## config.mk

```make
export PLATFORM = sky130hd
export DESIGN_NAME = ex_stage_flat
export DESIGN_NICKNAME = d
export VERILOG_FILES = /design/src/rtl/ex_stage_if.sv /design/src/rtl/ex_stage.sv /design/src/flat_wrapper.sv
export SDC_FILE = /design/constraint.sdc
export NUM_CORES = 1
export LEC_CHECK = 0
export BUFFER_PORTS_ARGS = -buffer_cell sky130_fd_sc_hd__clkbuf_2
export CORE_UTILIZATION = 55
export CTS_BUF_LIST = sky130_fd_sc_hd__clkbuf_2
export DETAILED_ROUTE_END_ITERATION = 7
export PLACE_DENSITY = 0.77
export SETUP_SLACK_MARGIN = 0.15
export SLEW_MARGIN = 10
export SYNTH_ARGS = -nofsm -noshare
export SYNTH_HDL_FRONTEND = slang
export SYNTH_SLANG_ARGS = --single-unit
export TNS_END_PERCENT = 1
```

## constraint.sdc

```tcl
create_clock -name clk -period 6 [get_ports clk]
set_clock_uncertainty 0.05 [all_clocks]
set_input_delay 0.9 -clock clk [delete_from_list [all_inputs] [get_ports clk]]
set_output_delay 0.9 -clock clk [all_outputs]
set_load 0.01 [all_outputs]
```

## src/rtl/ex_stage_if.sv

```systemverilog
// Decode-to-execute bundle plus the EX results that flow on to MEM and back
// to decode for forwarding and stalling.
interface ex_stage_if;
  logic [2:0]  alusel_i;
  logic [7:0]  aluop_i;
  logic [31:0] reg1_i;
  logic [31:0] reg2_i;
  logic [4:0]  wd_i;
  logic        wreg_i;
  logic        flush_i;
  logic [31:0] wdata_o;
  logic [4:0]  wd_o;
  logic        wreg_o;
  logic        stallreq_o;
  logic [31:0] hi_o;
  logic [31:0] lo_o;

  modport master (
    output alusel_i, aluop_i, reg1_i, reg2_i, wd_i, wreg_i, flush_i,
    input  wdata_o, wd_o, wreg_o, stallreq_o, hi_o, lo_o
  );

  modport slave (
    input  alusel_i, aluop_i, reg1_i, reg2_i, wd_i, wreg_i, flush_i,
    output wdata_o, wd_o, wreg_o, stallreq_o, hi_o, lo_o
  );
endinterface

```

## src/rtl/ex_stage.sv

```systemverilog
// MIPS execute stage: logic ops, HI/LO moves, iterative restoring divider
// and optional single-cycle multiplier (enabled by macro EX_MULT_EN).
//
// Divider FSM states:
//   state  | meaning
//   S_IDLE | no divide in flight; a new DIV/DIVU latches operands here
//   S_BUSY | one shift/subtract quotient bit per cycle, stall held high
//   S_DONE | signs applied, HI/LO written on the edge ending this cycle
module ex_stage #(
  parameter int DIV_CYCLES = 32
) (
  input  logic     clk,
  input  logic     rst,
  ex_stage_if.slave bus
);

  localparam logic [2:0] SEL_LOGIC = 3'b001;
  localparam logic [2:0] SEL_MOVE  = 3'b011;

  localparam logic [7:0] OP_AND   = 8'b0010_0100;
  localparam logic [7:0] OP_OR    = 8'b0010_0101;
  localparam logic [7:0] OP_XOR   = 8'b0010_0110;
  localparam logic [7:0] OP_NOR   = 8'b0010_0111;
  localparam logic [7:0] OP_LUI   = 8'b0101_1100;
  localparam logic [7:0] OP_MFHI  = 8'b0001_0000;
  localparam logic [7:0] OP_MTHI  = 8'b0001_0001;
  localparam logic [7:0] OP_MFLO  = 8'b0001_0010;
  localparam logic [7:0] OP_MTLO  = 8'b0001_0011;
`ifdef EX_MULT_EN
  localparam logic [7:0] OP_MULT  = 8'b0001_1000;
  localparam logic [7:0] OP_MULTU = 8'b0001_1001;
`endif
  localparam logic [7:0] OP_DIV   = 8'b0001_1010;
  localparam logic [7:0] OP_DIVU  = 8'b0001_1011;

  localparam int CW = $clog2(DIV_CYCLES + 1);
  localparam logic [CW-1:0] LAST_STEP = CW'(DIV_CYCLES - 1);

  typedef enum logic [1:0] {S_IDLE, S_BUSY, S_DONE} div_state_t;

  div_state_t state, state_nxt;

  logic [2:0]    alusel;
  logic [7:0]    aluop;
  logic [31:0]   reg1, reg2;
  logic          flush;
  logic [31:0]   hi, lo;
  logic [31:0]   quo, rem, divisor;
  logic [CW-1:0] count;
  logic          neg_quo, neg_rem;
  logic          stallreq;
  logic [31:0]   wdata;

  assign alusel = bus.alusel_i;
  assign aluop  = bus.aluop_i;
  assign reg1   = bus.reg1_i;
  assign reg2   = bus.reg2_i;
  assign flush  = bus.flush_i;

  logic is_div, div_signed, div_by_zero, is_mt;
  assign is_div      = (aluop == OP_DIV) || (aluop == OP_DIVU);
  assign div_signed  = (aluop == OP_DIV);
  assign div_by_zero = (reg2 == 32'd0);
  assign is_mt       = (aluop == OP_MTHI) || (aluop == OP_MTLO);

  // Magnitudes fed to the unsigned core; DIVU passes operands through raw.
  logic [31:0] dvd_abs, dvs_abs;
  assign dvd_abs = (div_signed && reg1[31]) ? (32'd0 - reg1) : reg1;
  assign dvs_abs = (div_signed && reg2[31]) ? (32'd0 - reg2) : reg2;

  // Restoring step: a clear borrow bit means the trial subtraction fits.
  logic [32:0] rem_shift, trial;
  assign rem_shift = {rem, quo[31]};
  assign trial     = rem_shift - {1'b0, divisor};

  logic [31:0] quo_final, rem_final;
  assign quo_final = neg_quo ? (32'd0 - quo) : quo;
  assign rem_final = neg_rem ? (32'd0 - rem) : rem;

`ifdef EX_MULT_EN
  logic [63:0] mul_a, mul_b, product;
  assign mul_a   = (aluop == OP_MULT) ? {{32{reg1[31]}}, reg1} : {32'd0, reg1};
  assign mul_b   = (aluop == OP_MULT) ? {{32{reg2[31]}}, reg2} : {32'd0, reg2};
  assign product = mul_a * mul_b;
`endif

  // Divider state register.
  always_ff @(posedge clk) begin
    if (rst) state <= S_IDLE;
    else     state <= state_nxt;
  end

  // Divider next-state logic; flush aborts from any state.
  always_comb begin
    state_nxt = state;
    if (flush) begin
      state_nxt = S_IDLE;
    end else begin
      case (state)
        S_IDLE:  if (is_div) state_nxt = div_by_zero ? S_DONE : S_BUSY;
        S_BUSY:  if (count == LAST_STEP) state_nxt = S_DONE;
        S_DONE:  state_nxt = S_IDLE;
        default: state_nxt = S_IDLE;
      endcase
    end
  end

  // Stall request: held from issue until the result is ready in DONE.
  always_comb begin
    stallreq = 1'b0;
    if (!rst && !flush) begin
      case (state)
        S_IDLE:  stallreq = is_div;
        S_BUSY:  stallreq = 1'b1;
        default: stallreq = 1'b0;
      endcase
    end
  end

  // Divider datapath: operand latch at issue, then one quotient bit per cycle.
  always_ff @(posedge clk) begin
    if (rst) begin
      quo     <= '0;
      rem     <= '0;
      divisor <= '0;
      count   <= '0;
      neg_quo <= 1'b0;
      neg_rem <= 1'b0;
    end else if (state == S_IDLE && is_div && !flush) begin
      count <= '0;
      if (div_by_zero) begin
        quo     <= 32'hFFFF_FFFF;
        rem     <= reg1;
        neg_quo <= 1'b0;
        neg_rem <= 1'b0;
      end else begin
        quo     <= dvd_abs;
        rem     <= '0;
        divisor <= dvs_abs;
        neg_quo <= div_signed && (reg1[31] ^ reg2[31]);
        neg_rem <= div_signed && reg1[31];
      end
    end else if (state == S_BUSY) begin
      count <= count + CW'(1);
      if (!trial[32]) begin
        rem <= trial[31:0];
        quo <= {quo[30:0], 1'b1};
      end else begin
        rem <= rem_shift[31:0];
        quo <= {quo[30:0], 1'b0};
      end
    end
  end

  // HI/LO writes: divide completion, MTHI/MTLO and (optionally) multiply.
  always_ff @(posedge clk) begin
    if (rst) begin
      hi <= '0;
      lo <= '0;
    end else if (!flush) begin
      if (state == S_DONE) begin
        hi <= rem_final;
        lo <= quo_final;
      end else if (state == S_IDLE) begin
        case (aluop)
          OP_MTHI: hi <= reg1;
          OP_MTLO: lo <= reg1;
`ifdef EX_MULT_EN
          OP_MULT, OP_MULTU: begin
            hi <= product[63:32];
            lo <= product[31:0];
          end
`endif
          default: ;
        endcase
      end
    end
  end

  // GPR result, combinational from the current decode bundle.
  always_comb begin
    wdata = '0;
    if (!rst) begin
      case (alusel)
        SEL_LOGIC: begin
          case (aluop)
            OP_AND:  wdata = reg1 & reg2;
            OP_OR:   wdata = reg1 | reg2;
            OP_XOR:  wdata = reg1 ^ reg2;
            OP_NOR:  wdata = ~(reg1 | reg2);
            OP_LUI:  wdata = reg1 | reg2;
            default: wdata = '0;
          endcase
        end
        SEL_MOVE: begin
          case (aluop)
            OP_MFHI: wdata = hi;
            OP_MFLO: wdata = lo;
            default: wdata = '0;
          endcase
        end
        default: wdata = '0;
      endcase
    end
  end

  assign bus.wdata_o    = wdata;
  assign bus.wd_o       = rst ? 5'd0 : bus.wd_i;
  assign bus.wreg_o     = !rst && !flush && bus.wreg_i && !is_mt;
  assign bus.stallreq_o = stallreq;
  assign bus.hi_o       = hi;
  assign bus.lo_o       = lo;

endmodule

```

## src/flat_wrapper.sv

```systemverilog
// flat-port wrapper written by rule: the top's interface ports become plain ports
module ex_stage_flat 
#(
  parameter int DIV_CYCLES = 32
)
  (clk, rst, bus_alusel_i, bus_aluop_i, bus_reg1_i, bus_reg2_i, bus_wd_i, bus_wreg_i, bus_flush_i, bus_wdata_o, bus_wd_o, bus_wreg_o, bus_stallreq_o, bus_hi_o, bus_lo_o);
  ex_stage_if bus_i ();
  input  logic clk;
  input  logic rst;
  input wire logic [$bits(bus_i.alusel_i)-1:0] bus_alusel_i;
  input wire logic [$bits(bus_i.aluop_i)-1:0] bus_aluop_i;
  input wire logic [$bits(bus_i.reg1_i)-1:0] bus_reg1_i;
  input wire logic [$bits(bus_i.reg2_i)-1:0] bus_reg2_i;
  input wire logic [$bits(bus_i.wd_i)-1:0] bus_wd_i;
  input wire logic [$bits(bus_i.wreg_i)-1:0] bus_wreg_i;
  input wire logic [$bits(bus_i.flush_i)-1:0] bus_flush_i;
  output wire logic [$bits(bus_i.wdata_o)-1:0] bus_wdata_o;
  output wire logic [$bits(bus_i.wd_o)-1:0] bus_wd_o;
  output wire logic [$bits(bus_i.wreg_o)-1:0] bus_wreg_o;
  output wire logic [$bits(bus_i.stallreq_o)-1:0] bus_stallreq_o;
  output wire logic [$bits(bus_i.hi_o)-1:0] bus_hi_o;
  output wire logic [$bits(bus_i.lo_o)-1:0] bus_lo_o;
  assign bus_i.alusel_i = bus_alusel_i;
  assign bus_i.aluop_i = bus_aluop_i;
  assign bus_i.reg1_i = bus_reg1_i;
  assign bus_i.reg2_i = bus_reg2_i;
  assign bus_i.wd_i = bus_wd_i;
  assign bus_i.wreg_i = bus_wreg_i;
  assign bus_i.flush_i = bus_flush_i;
  assign bus_wdata_o = bus_i.wdata_o;
  assign bus_wd_o = bus_i.wd_o;
  assign bus_wreg_o = bus_i.wreg_o;
  assign bus_stallreq_o = bus_i.stallreq_o;
  assign bus_hi_o = bus_i.hi_o;
  assign bus_lo_o = bus_i.lo_o;
  ex_stage #(.DIV_CYCLES(DIV_CYCLES)) u_core (.clk(clk), .rst(rst), .bus(bus_i));
endmodule
```

# Yosys cells after proc, flatten, opt, wreduce, memory -nomap -nowiden
# Cells that the tools add are included.
[op_classes]
add_sub_neg = 6
eq_ne = 18
mux = 31
n_bitwise = 7
reduce_logical = 26
[ops]
columns = ["operator", "n"]
rows = [
  ["$mux W32", 18],
  ["$pmux W32 S2", 2],
  ["$pmux W32 S4", 1],
  ["$sub A1 B32 Y32 const A", 4],
  ["$eq A8 B5 Y1 const B", 6],
  ["$sub A33 B32 Y33", 1],
  ["$and A32 B32 Y32", 1],
  ["$eq A8 B6 Y1 const B", 4],
  ["$logic_not A32 Y1", 1],
  ["$not A32 Y32", 1],
  ["$or A32 B32 Y32", 1],
  ["$xor A32 B32 Y32", 1],
  ["$eq A8 B7 Y1 const B", 1],
  ["$logic_and A1 B1 Y1", 8],
  ["$reduce_bool A2 Y1", 4],
  ["$add A6 B1 Y6 const B", 1],
  ["$eq A6 B5 Y1 const B", 1],
  ["$mux W2", 3],
  ["$reduce_and A3 Y1", 2],
  ["$reduce_or A2 Y1", 3],
  ["$mux W5", 1],
  ["$mux W1", 4],
  ["$ne A2 B1 Y1 const B", 2],
  ["$pmux W2 S2", 1],
  ["other kinds (11)", 16],
]
[word_totals]
regBits = 170
input_bits = 84
output_inout_bits = 103
word_cells = 97

# Logic depth before layout (Yosys ltp)
[logic_depth]
ltp_word = 5
mapped_depth = 16

# Worst setup path after synthesis
# Ideal clock, no wire load.
[synth_timing]
path_kind = "input-to-output"
from = "input bus_aluop_i[1]"
to = "output bus_wdata_o[23]"
arrival_ns = 2.595
path_slack_ns = 2.455
path_stages = 9
path_buffers = 3
path_cell_list = "clkbuf_1 -> buf_1 -> buf_1 -> mux2i_1 -> nor2_1 -> a21oi_1 -> o22ai_1 -> a22oi_1 -> nor2_1"
[synth_via]
elab_chain_len = 5
elab_cells_between_ends = 12
classes_between = "7 x eq/ne; 4 x mux; 1 x reduce/logical"
[synth_rtl]
columns = ["item", "line", "source"]
rows = [
  ["start, declared", "flat_wrapper.sv:11", "input wire logic [$bits(bus_i.aluop_i)-1:0] bus_aluop_i;"],
  ["$eq A8 B6 Y1 / $eq A8 B7 Y1 (equally long branches)", "ex_stage.sv:186", "case (aluop)"],
  ["$reduce_or A2 Y1 (no line)", "n/a", ""],
  ["$pmux W32 S4", "ex_stage.sv:186", ""],
  ["$pmux W32 S2 (*)", "ex_stage.sv:184", "case (alusel)"],
  ["$mux W32 (*)", "ex_stage.sv:183", "if (!rst) begin"],
  ["end, declared", "flat_wrapper.sv:17", "output wire logic [$bits(bus_i.wdata_o)-1:0] bus_wdata_o;"],
]
# Every way passes the cells marked *; elsewhere a longest branch is shown, timed or not.

# Worst setup path after layout
[layout_timing]
from = "register u_core.quo[31]"
to = "register u_core.rem[24]"
[layout_via]
elab_chain_len = 4
[layout_rtl]
columns = ["item", "line", "source"]
rows = [
  ["start, declared", "ex_stage.sv:48", "logic [31:0] quo, rem, divisor;"],
  ["start signal, assigned", "ex_stage.sv:137", "quo <= dvd_abs;"],
  ["start signal, assigned", "ex_stage.sv:147", "quo <= {quo[30:0], 1'b1};"],
  ["start signal, assigned", "ex_stage.sv:150", "quo <= {quo[30:0], 1'b0};"],
  ["$sub A33 B32 Y33", "ex_stage.sv:74", "assign trial = rem_shift - {1'b0, divisor};"],
  ["$mux W32", "ex_stage.sv:145", "if (!trial[32]) begin"],
  ["$mux W32", "ex_stage.sv:143", "end else if (state == S_BUSY) begin"],
  ["$mux W32", "ex_stage.sv:129", "end else if (state == S_IDLE && is_div && !flush) begin"],
  ["end signal, assigned", "ex_stage.sv:133", "rem <= reg1;"],
  ["end signal, assigned", "ex_stage.sv:146", "rem <= trial[31:0];"],
  ["end signal, assigned", "ex_stage.sv:149", "rem <= rem_shift[31:0];"],
  ["end, declared", "ex_stage.sv:48", ""],
]
# No other way between the ends. The select of a mux whose other input is x is not followed.
# A chain may end at the register's enable or synchronous reset.

==> run summary <==
================================================================================
Starting DRC count in detailed routing                                      2211
Type of element launching the critical path                            flip-flop
Worst ir drop on vdd                                                  0.000110 V
Gp weighted congestion                                                     0.954
Worst EP arrival                                                         5.20 ns
GRT Util Overall                                                           36.4%
Worst-case headroom to the max-slew limit                                  15.5%
Post-synth EDFFs                                                               0
Sequential-to-total area share from yosys stat                             24.1%
Critical path required time                                              6.62 ns
Status                                                              complete, but fails checks
Top-Level Pins                                                               187
Worst hold-check slack                                                  0.350 ns
Clock Sink Count                                                             170
Average instance area after synthesis                                   7.33 um2
Synth Warn #                                                                   0
Total via count in the routed design                                       15000
Flip-flop cell with the highest count after synthesis               sky130_fd_sc_hd__dfxtp_1
TNS Setup                                                                   0 ns
Vert. Die Dim                                                             162 um
Largest net degree at the start of global routing                            111
Number of cells produced by synthesis                                       1927
Final standard cell count with taps included and fillers excluded           2363
Hold Fails Final Rpt                                                           0
Post-Route WL                                                           48700 um
Total Nets Final                                                            2203
CP Max Fanout                                                                 36
Leakage component of the power                                           6.71 nW
Power per cell area                                                   145 nW/um2
CP Capture Type                                                        flip-flop
Async set-reset flop share out of synthesis                                   0%
Via density per instance                                                    6.36
H-Tree Depth                                                                   4
Number of antenna violations at the first check in global routing              3
Worst-skew pair later-pin latency                                        0.80 ns
Overflow after GRT                                                             0
Synth cell types                                                              64
Violated checks                                                              DRC
Maximum number of buffers from clock root to sink                              2
Initial core utilization                                                   56.1%
Wirelength per Cell                                                      20.6 um
Wire length of the first global-routing pass                            75400 um
Number of hold buffers added after CTS                                         0
Cell area after technology mapping                                     14100 um2
Post-synthesis to final-layout area growth                                 9.16%
Residual DRC count                                                             2
Site row count                                                                58
Clock transition at path regs                                            0.26 ns
Final HPWL from detailed placement                                      36700 um
Flops & latches, synth                                                       170
Syn nets                                                                    2113
Setup-violating endpoint count in the final report                             0
Share of the clock period used by the worst path after layout              76.3%
Path type of the worst setup path                                   flip-flop to flip-flop
1st-pass router iterations                                                     8
Final design utilization                                                   61.3%
Highest clock rate                                                     0.218 GHz
Cell count after placement                                                  2328
Fraction of final layout cells sized beyond drive strength 1               14.8%
Cell type with the highest aggregate area in the netlist            sky130_fd_sc_hd__dfxtp_1
Vias in the first global route                                             13200
Number of cells upsized or downsized after cts                                 0
Die area                                                               26300 um2
Number of buffers added by the clock tree synthesis step                      17
Count of maximum capacitance violations                                        0
Actual transition at the worst max-transition pin                        1.27 ns
CTS Root Cell                                                       sky130_fd_sc_hd__clkbuf_2
Port bufs                                                                    186
Post CTS Setup Buffer Count                                                    0
Fillers                                                                     2299
HP Class                                                            primary input to flip-flop
Setup repair after global routing missed its margin                           no
Most common cell in the synthesized netlist                         sky130_fd_sc_hd__nor2_1
Post-synth top cells                                                sky130_fd_sc_hd__nor2_1 (276), sky130_fd_sc_hd__a21oi_1 (217), sky130_fd_sc_hd__dfxtp_1 (170)
Top post-synthesis cells by area                                    sky130_fd_sc_hd__dfxtp_1 (24%), sky130_fd_sc_hd__ha_1 (8.9%), sky130_fd_sc_hd__a21oi_1 (7.7%)
Core Region                                                            25200 um2
Final Max Slew Viols                                                           0
TritonCTS clock tree                                                        done
Final critical delay including setup and external delays                 4.58 ns
Number of nets with antenna violations after routing                           0
Area fraction of the dominant cell type after synthesis                    24.1%
Die width                                                                 162 um
================================================================================
## layout by cell type (no fill, tap or decap), types with 16 or more instances in the layout
master                     synthesis  routed
sky130_fd_sc_hd__clkbuf_2          0     203
sky130_fd_sc_hd__a21o_1           16      16
sky130_fd_sc_hd__nor4_1           19      18
sky130_fd_sc_hd__nand2_1         129     128
sky130_fd_sc_hd__xor2_1           62      62
sky130_fd_sc_hd__inv_1           112     112
sky130_fd_sc_hd__nand3_1          24      24
sky130_fd_sc_hd__mux2_2           33      33
sky130_fd_sc_hd__mux2i_1          46      46
sky130_fd_sc_hd__or3_1            17      17
sky130_fd_sc_hd__buf_4             0      24
sky130_fd_sc_hd__a31oi_1          33      33
sky130_fd_sc_hd__xnor2_1          88      88
sky130_fd_sc_hd__ha_1            101     101
sky130_fd_sc_hd__o22ai_1          32      32
sky130_fd_sc_hd__a22oi_1          35      35
sky130_fd_sc_hd__o31ai_1          27      27
sky130_fd_sc_hd__nor3_1           47      46
sky130_fd_sc_hd__a21oi_1         217     217
sky130_fd_sc_hd__nor2_1          276     273
sky130_fd_sc_hd__o21ai_0          59      59
sky130_fd_sc_hd__dfxtp_1         170     170
sky130_fd_sc_hd__a211oi_1        106     106
## final timing paths
check                                        from            endpoint  slack, ns  cells past startpoint
worst min-delay path               bus_reg2_i[31]  u_core.divisor[31]       0.35                      3
worst max register to register     u_core.quo[31]      u_core.rem[24]       1.42                     15
worst max-delay path               u_core.quo[31]      u_core.rem[24]       1.42                     15
worst min register to register  u_core.divisor[8]   u_core.divisor[8]       0.44                      2
## area by class of cell
class | count | area (um2) | share of cell area [%]
Inverter | 112 | 420 | 2.72
Antenna cell | 3 | 7.51 | 0.0487
Clock inverter | 13 | 134 | 0.868
Tap cell | 330 | 413 | 2.68
Timing Repair Buffer | 209 | 1110 | 7.21
Sequential cell | 170 | 3400 | 22.1
Multi-Input combinational cell | 1507 | 9840 | 63.8
Clock buffer | 19 | 95.1 | 0.616
## worst max-delay path, cell delays in order (launching register included)
cell and delay [ns]:
sky130_fd_sc_hd__dfxtp_1 0.43, sky130_fd_sc_hd__inv_1 0.13, sky130_fd_sc_hd__ha_1 0.28, sky130_fd_sc_hd__fa_1 0.43
sky130_fd_sc_hd__nand2b_1 0.19, sky130_fd_sc_hd__a21o_1 0.19, sky130_fd_sc_hd__nand4_1 0.10, sky130_fd_sc_hd__a21oi_1 0.15
sky130_fd_sc_hd__a2111oi_0 0.88, sky130_fd_sc_hd__o2111ai_1 0.22, sky130_fd_sc_hd__a21boi_1 0.22, sky130_fd_sc_hd__nand2b_1 0.36
sky130_fd_sc_hd__buf_4 0.39, sky130_fd_sc_hd__nor2_1 0.09, sky130_fd_sc_hd__a211oi_1 0.26, sky130_fd_sc_hd__nor4_1 0.09
## state kept, by name (all words and copies together), names as in the netlist
signal / count
u_core.rem: 32
u_core.divisor: 32
u_core.neg_rem: 1
u_core.bus.hi_o: 32
u_core.quo: 32
u_core.state: 2
u_core.bus.lo_o: 32
u_core.count: 6
u_core.neg_quo: 1
## stage by stage
step,setup slack (ns),instance area [um2],power (W)
after global placement,1.59,15200,0.00160
after global routing,1.09,15400,0.00232
after CTS,1.53,15400,0.00222
after floorplan,2.46,14100,0.00146
after detailed placement,1.53,15200,0.00161
final,1.42,15400,0.00224
## power breakdown
part           leakage, nW  internal, W  switching [W]
sequential            1.37      0.00114     0.00000558
combinational         5.20     0.000159       0.000302
clock                0.140     0.000166       0.000472
total                 6.71      0.00146       0.000779
## metal layers
| layer | up-vias | share of wire [%] | track usage, % |
|---|---|---|---|
| met5 | - | 0 | 0 |
| met2 | 888 | 41 | 52.7 |
| met4 | 0 | 2.5 | 10.9 |
| li1 | 7063 | - | - |
| met1 | 6989 | 44 | 54.3 |
| met3 | 82 | 12 | 6.36 |
## cells by family (layout without fill, tap and decap cells)
group | count (synthesis) | after routing | synth area share (%)
flops | 170 | 170 | 24.1
simple gates | 584 | 584 | 18.4
buf+inv | 250 | 353 | 6.67
other cells | 0 | 3 | 0
mux | 79 | 79 | 5.89
xor+xnor | 150 | 150 | 9.30
fa+ha+maj | 102 | 102 | 9.08
compound gates | 592 | 592 | 26.5
(Power assumes the default switching activity.)
